`config.mk`:
```
export PLATFORM = sky130hd
export DESIGN_NAME = amba_axi4_lite_slave_gen
export DESIGN_NICKNAME = d
export VERILOG_FILES = /design/src/rtl/amba_axi4_lite_slave_gen.sv
export SDC_FILE = /design/constraint.sdc
export NUM_CORES = 1
export LEC_CHECK = 0
export CAP_MARGIN = 20
export CORE_ASPECT_RATIO = 0.7
export CORE_MARGIN = 2
export CORE_UTILIZATION = 39
export DETAILED_ROUTE_END_ITERATION = 8
export PLACE_DENSITY = 0.76
export SLEW_MARGIN = 30
export SYNTH_ARGS = -nofsm -noshare
export SYNTH_HDL_FRONTEND = slang
export SYNTH_SLANG_ARGS = --single-unit
export TNS_END_PERCENT = 10
```
`constraint.sdc`:
```
create_clock -name ACLK -period 1.5 [get_ports ACLK]
set_input_delay 0.3 -clock ACLK [delete_from_list [all_inputs] [get_ports ACLK]]
set_output_delay 0.3 -clock ACLK [all_outputs]
set_load 0.01 [all_outputs]
```
`src/rtl/amba_axi4_lite_slave_gen.sv`:
```
// AXI4-Lite slave front-end for an external NUM_REGS-word register bank.
// Write and read channels run as independent FSMs. Responses are registered.
module amba_axi4_lite_slave_gen #(
  parameter int                ADDR_W    = 32,
  parameter int                DATA_W    = 32,
  parameter int                NUM_REGS  = 4,
  parameter logic [ADDR_W-1:0] BASE_ADDR = '0,
  localparam int               STRB_W    = DATA_W / 8,
  localparam int               OFS_W     = $clog2(STRB_W),
  localparam int               IDX_W     = (NUM_REGS > 1) ? $clog2(NUM_REGS) : 1
) (
  input  logic              ACLK,
  input  logic              ARSTn,
  input  logic              AWVALID,
  output logic              AWREADY,
  input  logic [ADDR_W-1:0] AWADDR,
  input  logic [2:0]        AWPROT,
  input  logic              WVALID,
  output logic              WREADY,
  input  logic [DATA_W-1:0] WDATA,
  input  logic [STRB_W-1:0] WSTRB,
  output logic              BVALID,
  input  logic              BREADY,
  output logic [1:0]        BRESP,
  input  logic              ARVALID,
  output logic              ARREADY,
  input  logic [ADDR_W-1:0] ARADDR,
  input  logic [2:0]        ARPROT,
  output logic              RVALID,
  input  logic              RREADY,
  output logic [DATA_W-1:0] RDATA,
  output logic [1:0]        RRESP,
  input  logic              i_is_busy,
  output logic              o_wr_en,
  output logic [IDX_W-1:0]  o_wr_idx,
  output logic [DATA_W-1:0] o_wr_data,
  output logic [STRB_W-1:0] o_wr_strb,
  output logic              o_rd_en,
  output logic [IDX_W-1:0]  o_rd_idx,
  input  logic [DATA_W-1:0] i_rd_data
);

  localparam logic [1:0]      RESP_OKAY   = 2'b00;
  localparam logic [1:0]      RESP_SLVERR = 2'b10;
  localparam logic [ADDR_W:0] BASE_EXT    = {1'b0, BASE_ADDR};
  localparam logic [ADDR_W:0] LIMIT_EXT   = BASE_EXT + (ADDR_W+1)'(NUM_REGS * STRB_W);

  typedef enum logic [1:0] {WR_IDLE, WR_COLLECT, WR_RESP} wr_state_t;
  typedef enum logic [1:0] {RD_IDLE, RD_ADDR, RD_FETCH, RD_RESP} rd_state_t;

  wr_state_t          wr_state;
  rd_state_t          rd_state;
  logic               aw_held;
  logic               w_held;
  logic [ADDR_W-1:0]  awaddr_q;
  logic [DATA_W-1:0]  wdata_q;
  logic [STRB_W-1:0]  wstrb_q;
  logic               rd_ok_q;

  // Decode is done one bit wider than the address so the upper bound cannot wrap.
  logic [ADDR_W:0]    wr_ext;
  logic [ADDR_W:0]    rd_ext;
  logic [ADDR_W:0]    wr_ofs;
  logic [ADDR_W:0]    rd_ofs;
  logic               wr_ok;
  logic               rd_ok;
  logic [IDX_W-1:0]   wr_idx;
  logic [IDX_W-1:0]   rd_idx;
  logic               unused_sink;

  assign wr_ext      = {1'b0, awaddr_q};
  assign rd_ext      = {1'b0, ARADDR};
  assign wr_ofs      = wr_ext - BASE_EXT;
  assign rd_ofs      = rd_ext - BASE_EXT;
  assign wr_idx      = wr_ofs[OFS_W +: IDX_W];
  assign rd_idx      = rd_ofs[OFS_W +: IDX_W];
  assign wr_ok       = (wr_ext >= BASE_EXT) && (wr_ext < LIMIT_EXT) && !i_is_busy;
  assign rd_ok       = (rd_ext >= BASE_EXT) && (rd_ext < LIMIT_EXT) && !i_is_busy;
  assign unused_sink = ^{AWPROT, ARPROT, wr_ofs, rd_ofs};

  always_ff @(posedge ACLK) begin
    if (!ARSTn) begin
      wr_state  <= WR_IDLE;
      AWREADY   <= 1'b0;
      WREADY    <= 1'b0;
      BVALID    <= 1'b0;
      BRESP     <= RESP_OKAY;
      aw_held   <= 1'b0;
      w_held    <= 1'b0;
      awaddr_q  <= '0;
      wdata_q   <= '0;
      wstrb_q   <= '0;
      o_wr_en   <= 1'b0;
      o_wr_idx  <= '0;
      o_wr_data <= '0;
      o_wr_strb <= '0;
    end else begin
      o_wr_en <= 1'b0;
      case (wr_state)
        WR_IDLE: begin
          AWREADY  <= 1'b1;
          WREADY   <= 1'b1;
          wr_state <= WR_COLLECT;
        end
        WR_COLLECT: begin
          if (AWVALID && AWREADY) begin
            aw_held  <= 1'b1;
            awaddr_q <= AWADDR;
            AWREADY  <= 1'b0;
          end
          if (WVALID && WREADY) begin
            w_held  <= 1'b1;
            wdata_q <= WDATA;
            wstrb_q <= WSTRB;
            WREADY  <= 1'b0;
          end
          // Decision edge: both beats were already held before this edge.
          if (aw_held && w_held) begin
            BVALID    <= 1'b1;
            BRESP     <= wr_ok ? RESP_OKAY : RESP_SLVERR;
            o_wr_en   <= wr_ok;
            o_wr_idx  <= wr_idx;
            o_wr_data <= wdata_q;
            o_wr_strb <= wstrb_q;
            wr_state  <= WR_RESP;
          end
        end
        WR_RESP: begin
          if (BVALID && BREADY) begin
            BVALID   <= 1'b0;
            aw_held  <= 1'b0;
            w_held   <= 1'b0;
            AWREADY  <= 1'b1;
            WREADY   <= 1'b1;
            wr_state <= WR_COLLECT;
          end
        end
        default: wr_state <= WR_IDLE;
      endcase
    end
  end

  always_ff @(posedge ACLK) begin
    if (!ARSTn) begin
      rd_state <= RD_IDLE;
      ARREADY  <= 1'b0;
      RVALID   <= 1'b0;
      RDATA    <= '0;
      RRESP    <= RESP_OKAY;
      rd_ok_q  <= 1'b0;
      o_rd_en  <= 1'b0;
      o_rd_idx <= '0;
    end else begin
      o_rd_en <= 1'b0;
      case (rd_state)
        RD_IDLE: begin
          ARREADY  <= 1'b1;
          rd_state <= RD_ADDR;
        end
        RD_ADDR: begin
          if (ARVALID && ARREADY) begin
            ARREADY  <= 1'b0;
            o_rd_en  <= rd_ok;
            o_rd_idx <= rd_idx;
            rd_ok_q  <= rd_ok;
            rd_state <= RD_FETCH;
          end
        end
        RD_FETCH: begin
          RDATA    <= rd_ok_q ? i_rd_data : '0;
          RRESP    <= rd_ok_q ? RESP_OKAY : RESP_SLVERR;
          RVALID   <= 1'b1;
          rd_state <= RD_RESP;
        end
        RD_RESP: begin
          if (RVALID && RREADY) begin
            RVALID   <= 1'b0;
            ARREADY  <= 1'b1;
            rd_state <= RD_ADDR;
          end
        end
        default: rd_state <= RD_IDLE;
      endcase
    end
  end

endmodule

```
; ---- Yosys cells after proc, flatten, opt, wreduce, memory -nomap -nowiden
; Cells that the tools add are included.
[word_totals]
register_bits = 158
in_bits = 146
output_inout_bits = 83
word_cells = 95
[op_classes]
n_lt_le_gt_ge = 4
n_eq_ne = 11
muxes = 26
n_reduce_logical = 32
[ops]
columns = cell, n
row1 = $ge 32x1->1 const B, 2
row2 = $lt 32x5->1 const B, 2
row3 = $mux 32, 1
row4 = $reduce_and 3->1, 8
row5 = $reduce_and 2->1, 7
row6 = $mux 2, 6
row7 = $ne 2x2->1 const B, 6
row8 = $logic_and 1x1->1, 10
row9 = $mux 1, 10
row10 = $pmux 1 s3, 3
row11 = $pmux 1 s2, 4
row12 = $pmux 2 s4, 1
row13 = $eq 2x2->1 const B, 3
row14 = $pmux 2 s3, 1
row15 = $reduce_bool 3->1, 2
row16 = $eq 2x1->1 const B, 2
row17 = $logic_not 2->1, 2
row18 = $reduce_bool 2->1, 2
row19 = $logic_not 1->1, 1

; ---- Logic depth before layout (Yosys ltp)
; Gate-level depths: netlist (run 1).
[depth]
depth_word = 4
mapped_depth = 7
ltp_nobuf = 5

; ---- Worst setup path after synthesis (run 1)
; Ideal clock, no wire load.
[synth_path]
path_kind = flip-flop to flip-flop
startpoint = register rd_state[0]
endpoint = register RDATA[10]
setup_time_ns = 0.128
arrival_time_ns = 1.314
required_ns = 1.372
setup_slack_ns = 0.058
path_stages_with_launch = 8
n_path_buf = 2
synth_period_minus_slack_ns = 1.442
cell_sequence = dfxtp_1 > inv_1 > ha_1 > and2_1 > clkbuf_1 > buf_2 > a21oi_1 > nor2_1
[synth_via]
elab_chain_len = 1
[synth_lines]
columns = element, line_no
row1 = from (decl), 52  ; rd_state_t rd_state;
row2 = from (signal assigned), 145  ; rd_state <= RD_IDLE;
row3 = from (signal assigned), 158  ; rd_state <= RD_ADDR;
row4 = from (signal assigned), 166  ; rd_state <= RD_FETCH;
row5 = $eq 2x2->1, 155  ; case (rd_state)
row6 = to (signal assigned), 170  ; RDATA <= rd_ok_q ? i_rd_data : '0;
row7 = to (decl), 31  ; output logic [DATA_W-1:0] RDATA,
; Every way passes these cells.
; A chain may end at the register's enable or synchronous reset.

; ---- Worst setup path after layout (run 1)
[layout_path]
startpoint = register WREADY
endpoint = output port WREADY
[layout_lines]
columns = element, line_no
row1 = from (decl), 19  ; output logic WREADY,
row2 = from (signal assigned), 85  ; WREADY <= 1'b0;
row3 = from (signal assigned), 102  ; WREADY <= 1'b1;
row4 = from (signal assigned), 115  ; WREADY <= 1'b0;
; No word-level cell between the ends.

==> results of run 1 <==
power groups by stage:
stage	sequential (mW)	combinational, mW	clock, mW
floorplan	4.38	0.457	0
global placement	4.37	1.11	0
detailed placement	4.38	1.11	0
CTS	4.29	1.09	4.36
global route	4.30	1.20	4.52
finish	4.29	1.10	4.27
cell type report:
class	instances	area, sq um	area share [%]
inverters	5	18.77	0.2149
clock buffers	18	439.2	5.028
repair buffers	241	2336	26.74
clock inverters	14	153.9	1.762
well taps	195	244.0	2.793
flip-flops and latches	154	3085	35.32
multi-input cells	490	2457	28.13
worst max-delay path by stage:
stage	start	cells past startpoint	endpoint
floorplan	rd_state[0]	7	RDATA[10]
finish	WREADY	1	WREADY
detailed placement	i_is_busy	6	rd_ok_q
CTS	rd_state[1]	6	rd_state[0]
global placement	i_is_busy	6	rd_ok_q
global route	rd_state[0]	6	RDATA[30]
worst register-to-register path, stage by stage, from the launching register on:
cell	delay (ns)
dfxtp_2	0.38
inv_1	0.08
ha_1	0.25
and2_1	0.20
buf_4	0.19
a21oi_1	0.16
nor2_1	0.05
repair_timing:
action | 4_1_cts | 5_1_grt
gates cloned | 0 | 0
resized for setup | 82 | 7
endpoints found under the hold margin | 0 | 0
setup endpoints to repair | 82 | 9
pin swaps | 0 | 0
flip-flops by register name, indices dropped and copies added, names as in the netlist, 2 cells and up:
signal / flops
RDATA: 32
o_wr_data: 32
wstrb_q: 4
o_wr_idx: 2
rd_state: 2
wr_state: 2
awaddr_q: 30
o_wr_strb: 4
o_rd_idx: 2
wdata_q: 32
per-stage QoR:
stage / power, mW / TNS, ns / hold slack [ns] / instance area [sq um] / setup slack, ns
5_1_grt: 10.03 / 0 / 0.3069 / 8735 / 0.01223
6_report: 9.661 / 0 / 0.2717 / 8735 / 0.08341
2_1_floorplan: 4.835 / 0 / 0.4310 / 5799 / 0.05797
3_3_place_gp: 5.478 / -2.284 / 0.4383 / 8220 / -0.1929
4_1_cts: 9.741 / 0 / 0.2726 / 8713 / 0.008952
3_5_place_dp: 5.487 / -3.341 / 0.4427 / 8220 / -0.2300
cell usage in the layout, fill, tap and decap left out, types with 2 or more instances in the layout:
master | Yosys | layout
a21boi_0 | 20 | 20
a21boi_1 | 33 | 33
a21oi_1 | 91 | 90
and2_1 | 2 | 2
buf_12 | 0 | 7
buf_4 | 6 | 17
clkbuf_16 | 0 | 17
clkdlybuf4s50_1 | 0 | 134
clkinvlp_4 | 0 | 3
conb_1 | 1 | 2
dfxtp_1 | 154 | 152
dfxtp_2 | 0 | 2
dlygate4sd2_1 | 0 | 80
ha_1 | 5 | 5
inv_1 | 4 | 4
inv_6 | 0 | 3
inv_8 | 0 | 4
mux2i_1 | 3 | 3
nand2_1 | 217 | 217
nand3_1 | 4 | 4
nand4_1 | 3 | 3
nor2_1 | 38 | 38
nor2b_1 | 37 | 37
nor2b_2 | 2 | 2
nor3_1 | 3 | 2
nor4_1 | 13 | 13
o211a_1 | 2 | 2
o21ai_0 | 2 | 2
metal layers:
metal | part of all wire, % | global-route usage, %
met1 | 45 | 25.19
met2 | 46 | 32.40
met3 | 8.3 | 7.511
met4 | 0.92 | 5.189
met5 | 0.082 | 0
cell families after synthesis:
group	Yosys count
AO/OA/AOI/OAI	154
adder cells (fa/ha/maj)	5
buffers and inverters	52
flip-flops	154
multiplexers	3
other	1
AND/OR/NAND/NOR	326
==> summary.txt, run 1 <==
# IOs: 229
Worst Reg-to-Reg Cells: 6
Placed cell count: 1085
Layout cell share with drive strength beyond 1: 7.592%
Status: finished clean
Internal power: 7.220 mW
Clock sink count: 154
Hold Crit Class: primary input to register
CP startpoint kind: register
Top-count cell post-synth: nand2_1
CP peak stage delay: 0.40 ns
Synth top area share: 53.20%
Number of antenna repair diodes: 0
DR pass1 iterations: 4
Gp weighted congestion: 0.7472
Post-synth cell types: 37
Port buffer count: 216
Post-synth top flop: dfxtp_1
Pins Over Slew Limit: 0
Top post-synthesis cells by area: dfxtp_1 53%, nand2_1 14%, a21oi_1 7.9%
Worst-case vdd ir drop: 0.0007331 V
Reg power frac: 44.4%
H-tree depth: 4
Non-Filler Instances: 1117
R2R Path Start: rd_state[0]
First-pass GRT wire length: 25350 microns
Main combinational cell family by area after synthesis: simple AND/OR/NAND/NOR gates
Min-Delay Endpoint: awaddr_q[31]
CTS Buf Count: 17
Adder-Cell Fraction of Synth Area: 1.079%
Remaining routing DRC violations: 0
Reg clk slew, reported paths: 0.07 ns
Detail Route Antenna Nets: 0
Hold Path Origin: ARSTn
Vias: 5331
Initial Util: 39.62%
WL/cell: 14.16 microns
Root Driver: clkbuf_16
Setup CP Type: register to output port
Die Width: 149.7 microns
Multiplexer share of the synthesized area: 0.5181%
Post-synthesis simple-gate area fraction: 24.35%
Critical path's top delay family: flip-flops
Post-synth EDFFs: 0
Switching share of total power: 25.26%
Die area: 15870 sq um
Comb power frac: 11.4%
Net switching power figure: 2.441 mW
Avg Cell Area, Syn: 8.339 sq um
Crit path time final: 1.417 ns
Die Y-Extent: 106.0 microns
Synth Area in XOR/XNOR: 0%
Synthesis warning total: 0
Layout Skew: 0.01170 ns
Data required, critical path: 1.20 ns
CTS tree: built
Final WL: 15820 microns
FMAX: 0.7059 GHz
Dpl hpwl: 10960 microns
Total gr overflow: 0
Tot GR Track Use: 20.01%
Initial antenna violation count: 1
Clock network fraction of total power: 44.2%
Area grow syn2layout: 50.71%
Unrepaired setup endpoints after global routing: no
Post-CTS setup buffer count: 0
Worst R2R Setup Slack: 0.09 ns
Reg-to-reg endpoint: RDATA[30]
Area leader, netlist: dfxtp_1
#FFs+latches synth: 154
Post-Synthesis Cells: 695
Pwr per Cell Area: 1106 nW/um^2
Buf+Inv Stages, Crit Path: 1
Max-cap viol count: 0
Cts-stage hold buffer count: 0
Hold depth: 3
Post-synthesis compound-gate area fraction: 16.06%
Core area: 14630 sq um
Maximum number of pins on one net before global-route repair: 47
Filler cells: 1351
WP data arrival: 1.12 ns
Longest Clk Path Bufs: 2
Pleak: 3.583 nW
Initial detailed-routing violation count: 256
Later-pin clock latency in the skew report: 0.42 ns
Vias in the first global route: 5215
Crit. End Element: output port
Final period utilization: 94.44%
CP max FO: 5
Fraction of registers with async set/reset: 0%
Placement row count: 37
Fin. Hold Viols: 0
Post-Syn Area: 5796 sq um
Final setup vio count: 0
Cell chain of the critical path: clkdlybuf4s15_1
Nets@finish: 1060
Top cells by count, synth: 217 x nand2_1, 154 x dfxtp_1, 91 x a21oi_1
Vias per cell: 4.773
Slowest CP cell: dfxtp_1
Seq/Total Area, Yosys: 53.20%
Post-layout util: 59.71%
(Power assumes the default switching activity.)
==> run 2, diff against run 1 <==
--- a/config.mk
+++ b/config.mk
@@ -10,7 +10,7 @@
 export CORE_MARGIN = 2
 export CORE_UTILIZATION = 39
 export DETAILED_ROUTE_END_ITERATION = 8
-export PLACE_DENSITY = 0.76
+export PLACE_DENSITY = 0.75
 export SLEW_MARGIN = 30
 export SYNTH_ARGS = -nofsm -noshare
 export SYNTH_HDL_FRONTEND = slang
==> constraint.sdc (replaced) <==
create_clock -name ACLK -period 1.2 [get_ports ACLK]
set_input_delay 0.24 -clock ACLK [delete_from_list [all_inputs] [get_ports ACLK]]
set_output_delay 0.24 -clock ACLK [all_outputs]
set_load 0.01 [all_outputs]
==> summary.txt, run 2 (synthesis gave the netlist of run 1 again) <==
WL/cell: 15.27 microns
Area grow syn2layout: 58.38%
Total gr overflow: 0
Unrepaired setup endpoints after global routing: yes
Max-cap viol count: 0
Slowest CP cell: and4b_4
Hold Crit Class: primary input to register
# IOs: 229
Reg clk slew, reported paths: 0.06 ns
Vias in the first global route: 4999
Root Driver: clkbuf_16
Longest Clk Path Bufs: 2
Crit path time final: 1.274 ns
Placement row count: 37
CP max FO: 5
CTS tree: built
Violated checks: negative setup slack
DR pass1 iterations: 5
Commonest non-fill, non-tap cell in the layout: nand2_1
Total Neg Setup Slack: -1.784 ns
Die Y-Extent: 106.0 microns
Number of antenna repair diodes: 0
Setup CP Type: register to register
Area of the multi-input gates: 2840 sq um
Cell Area, Placed: 8477 sq um
Pleak: 3.687 nW
Pwr per Cell Area: 1371 nW/um^2
Most frequent cells in the layout: 207 x nand2_1, 134 x clkdlybuf4s50_1, 121 x dfxtp_1, 80 x buf_2, 51 x a21oi_1
WP data arrival: 1.62 ns
Maximum number of pins on one net before global-route repair: 63
Final WL: 17420 microns
Remaining routing DRC violations: 0
Fin. Hold Viols: 0
CP peak stage delay: 0.47 ns
Core area: 14630 sq um
First-pass GRT wire length: 25630 microns
Vias: 5476
Dpl hpwl: 11450 microns
CTS Buf Count: 17
Clock sink count: 154
Top Registers: RDATA (32), o_wr_data (32), wdata_q (32)
Layout cell share with drive strength beyond 1: 29.92%
Crit. End Element: register
Detail Route Antenna Nets: 0
Cell area after layout: 9179 sq um
Initial Util: 39.62%
Gp weighted congestion: 0.7859
Tot GR Track Use: 20.60%
Pins Over Slew Limit: 0
Placed cell count: 1097
Non-Filler Instances: 1141
Nets@finish: 1085
CP startpoint kind: register
Status: complete, but fails checks
Worst-case vdd ir drop: 0.0007977 V
Initial detailed-routing violation count: 210
Filler cells: 1262
Min setup slack post-route: -0.07361 ns
Layout Skew: 0.01075 ns
Final setup vio count: 51
Initial antenna violation count: 0
Cell chain of the critical path: and4b_4, clkbuf_16, nand2_4, a21boi_2
Die Width: 149.7 microns
Vias per cell: 4.799
Data required, critical path: 1.54 ns
Die area: 15870 sq um
FMAX: 0.7852 GHz
H-tree depth: 4
Later-pin clock latency in the skew report: 0.41 ns
Final period utilization: 106.1%
Port buffer count: 216
FF+latch area: 3132 sq um
==> run 2: cell type report <==
class	instances	area share, %
sequential	154	34.12
multi-input combinational	493	30.94
timing repair buffer	263	25.48
clock buffer	20	5.085
tap	195	2.658
clock inverter	11	1.486
inverter	5	0.2317
==> run 2: routing by layer <==
metal / GRT usage, % / share of wire, % / vias to the layer above
met4: 5.121 / 0.84 / 0
met1: 26.58 / 44 / 2507
met3: 6.953 / 8.4 / 14
met5: 0 / 0 / -
met2: 33.29 / 47 / 192
li1: - / - / 2763
==> run 2: final timing paths <==
check                    from            to  slack [ns]  cells past startpoint
setup / recovery  wr_state[1]  o_wr_strb[2]       -0.07                      4
hold / removal          ARSTn       rd_ok_q        0.23                      3
setup reg to reg  wr_state[1]  o_wr_strb[2]       -0.07                      4
hold reg to reg    wdata_q[9]  o_wr_data[9]        0.44                      2
==> run 2: repair_timing <==
item                       CTS  global route
cloned                       2             7
resized for setup          362            77
buffers inserted             2             3
setup endpoints to repair  195           145
pin swaps                    3            20
hold buffers                 0             0
==> run 2: worst max-delay path: cells and delay by family, from the launching register on <==
kind / cells / cell delay [ns]
buffers and inverters: 1 / 0.19
DFF: 1 / 0.37
AOI/OAI and AO/OA: 1 / 0.13
and+or+nand+nor: 2 / 0.52
==> run 2: report_power, final <==
part	internal (mW)	switching, mW
registers	5.27	0.142
clock network	3.26	2.15
logic	0.999	0.771
==> run 2: through the flow <==
stage	hold slack, ns	power [mW]	util [%]	worst slack, ns
3_3_place_gp	0.4373	7.002	57.95	-0.4115
4_1_cts	0.2223	12.48	60.53	-0.08210
5_1_grt	0.2322	13.07	62.74	-0.1149
6_report	0.2330	12.59	62.74	-0.07361
3_5_place_dp	0.4453	7.018	57.95	-0.4257
2_1_floorplan	0.3713	6.101	-	-0.04824
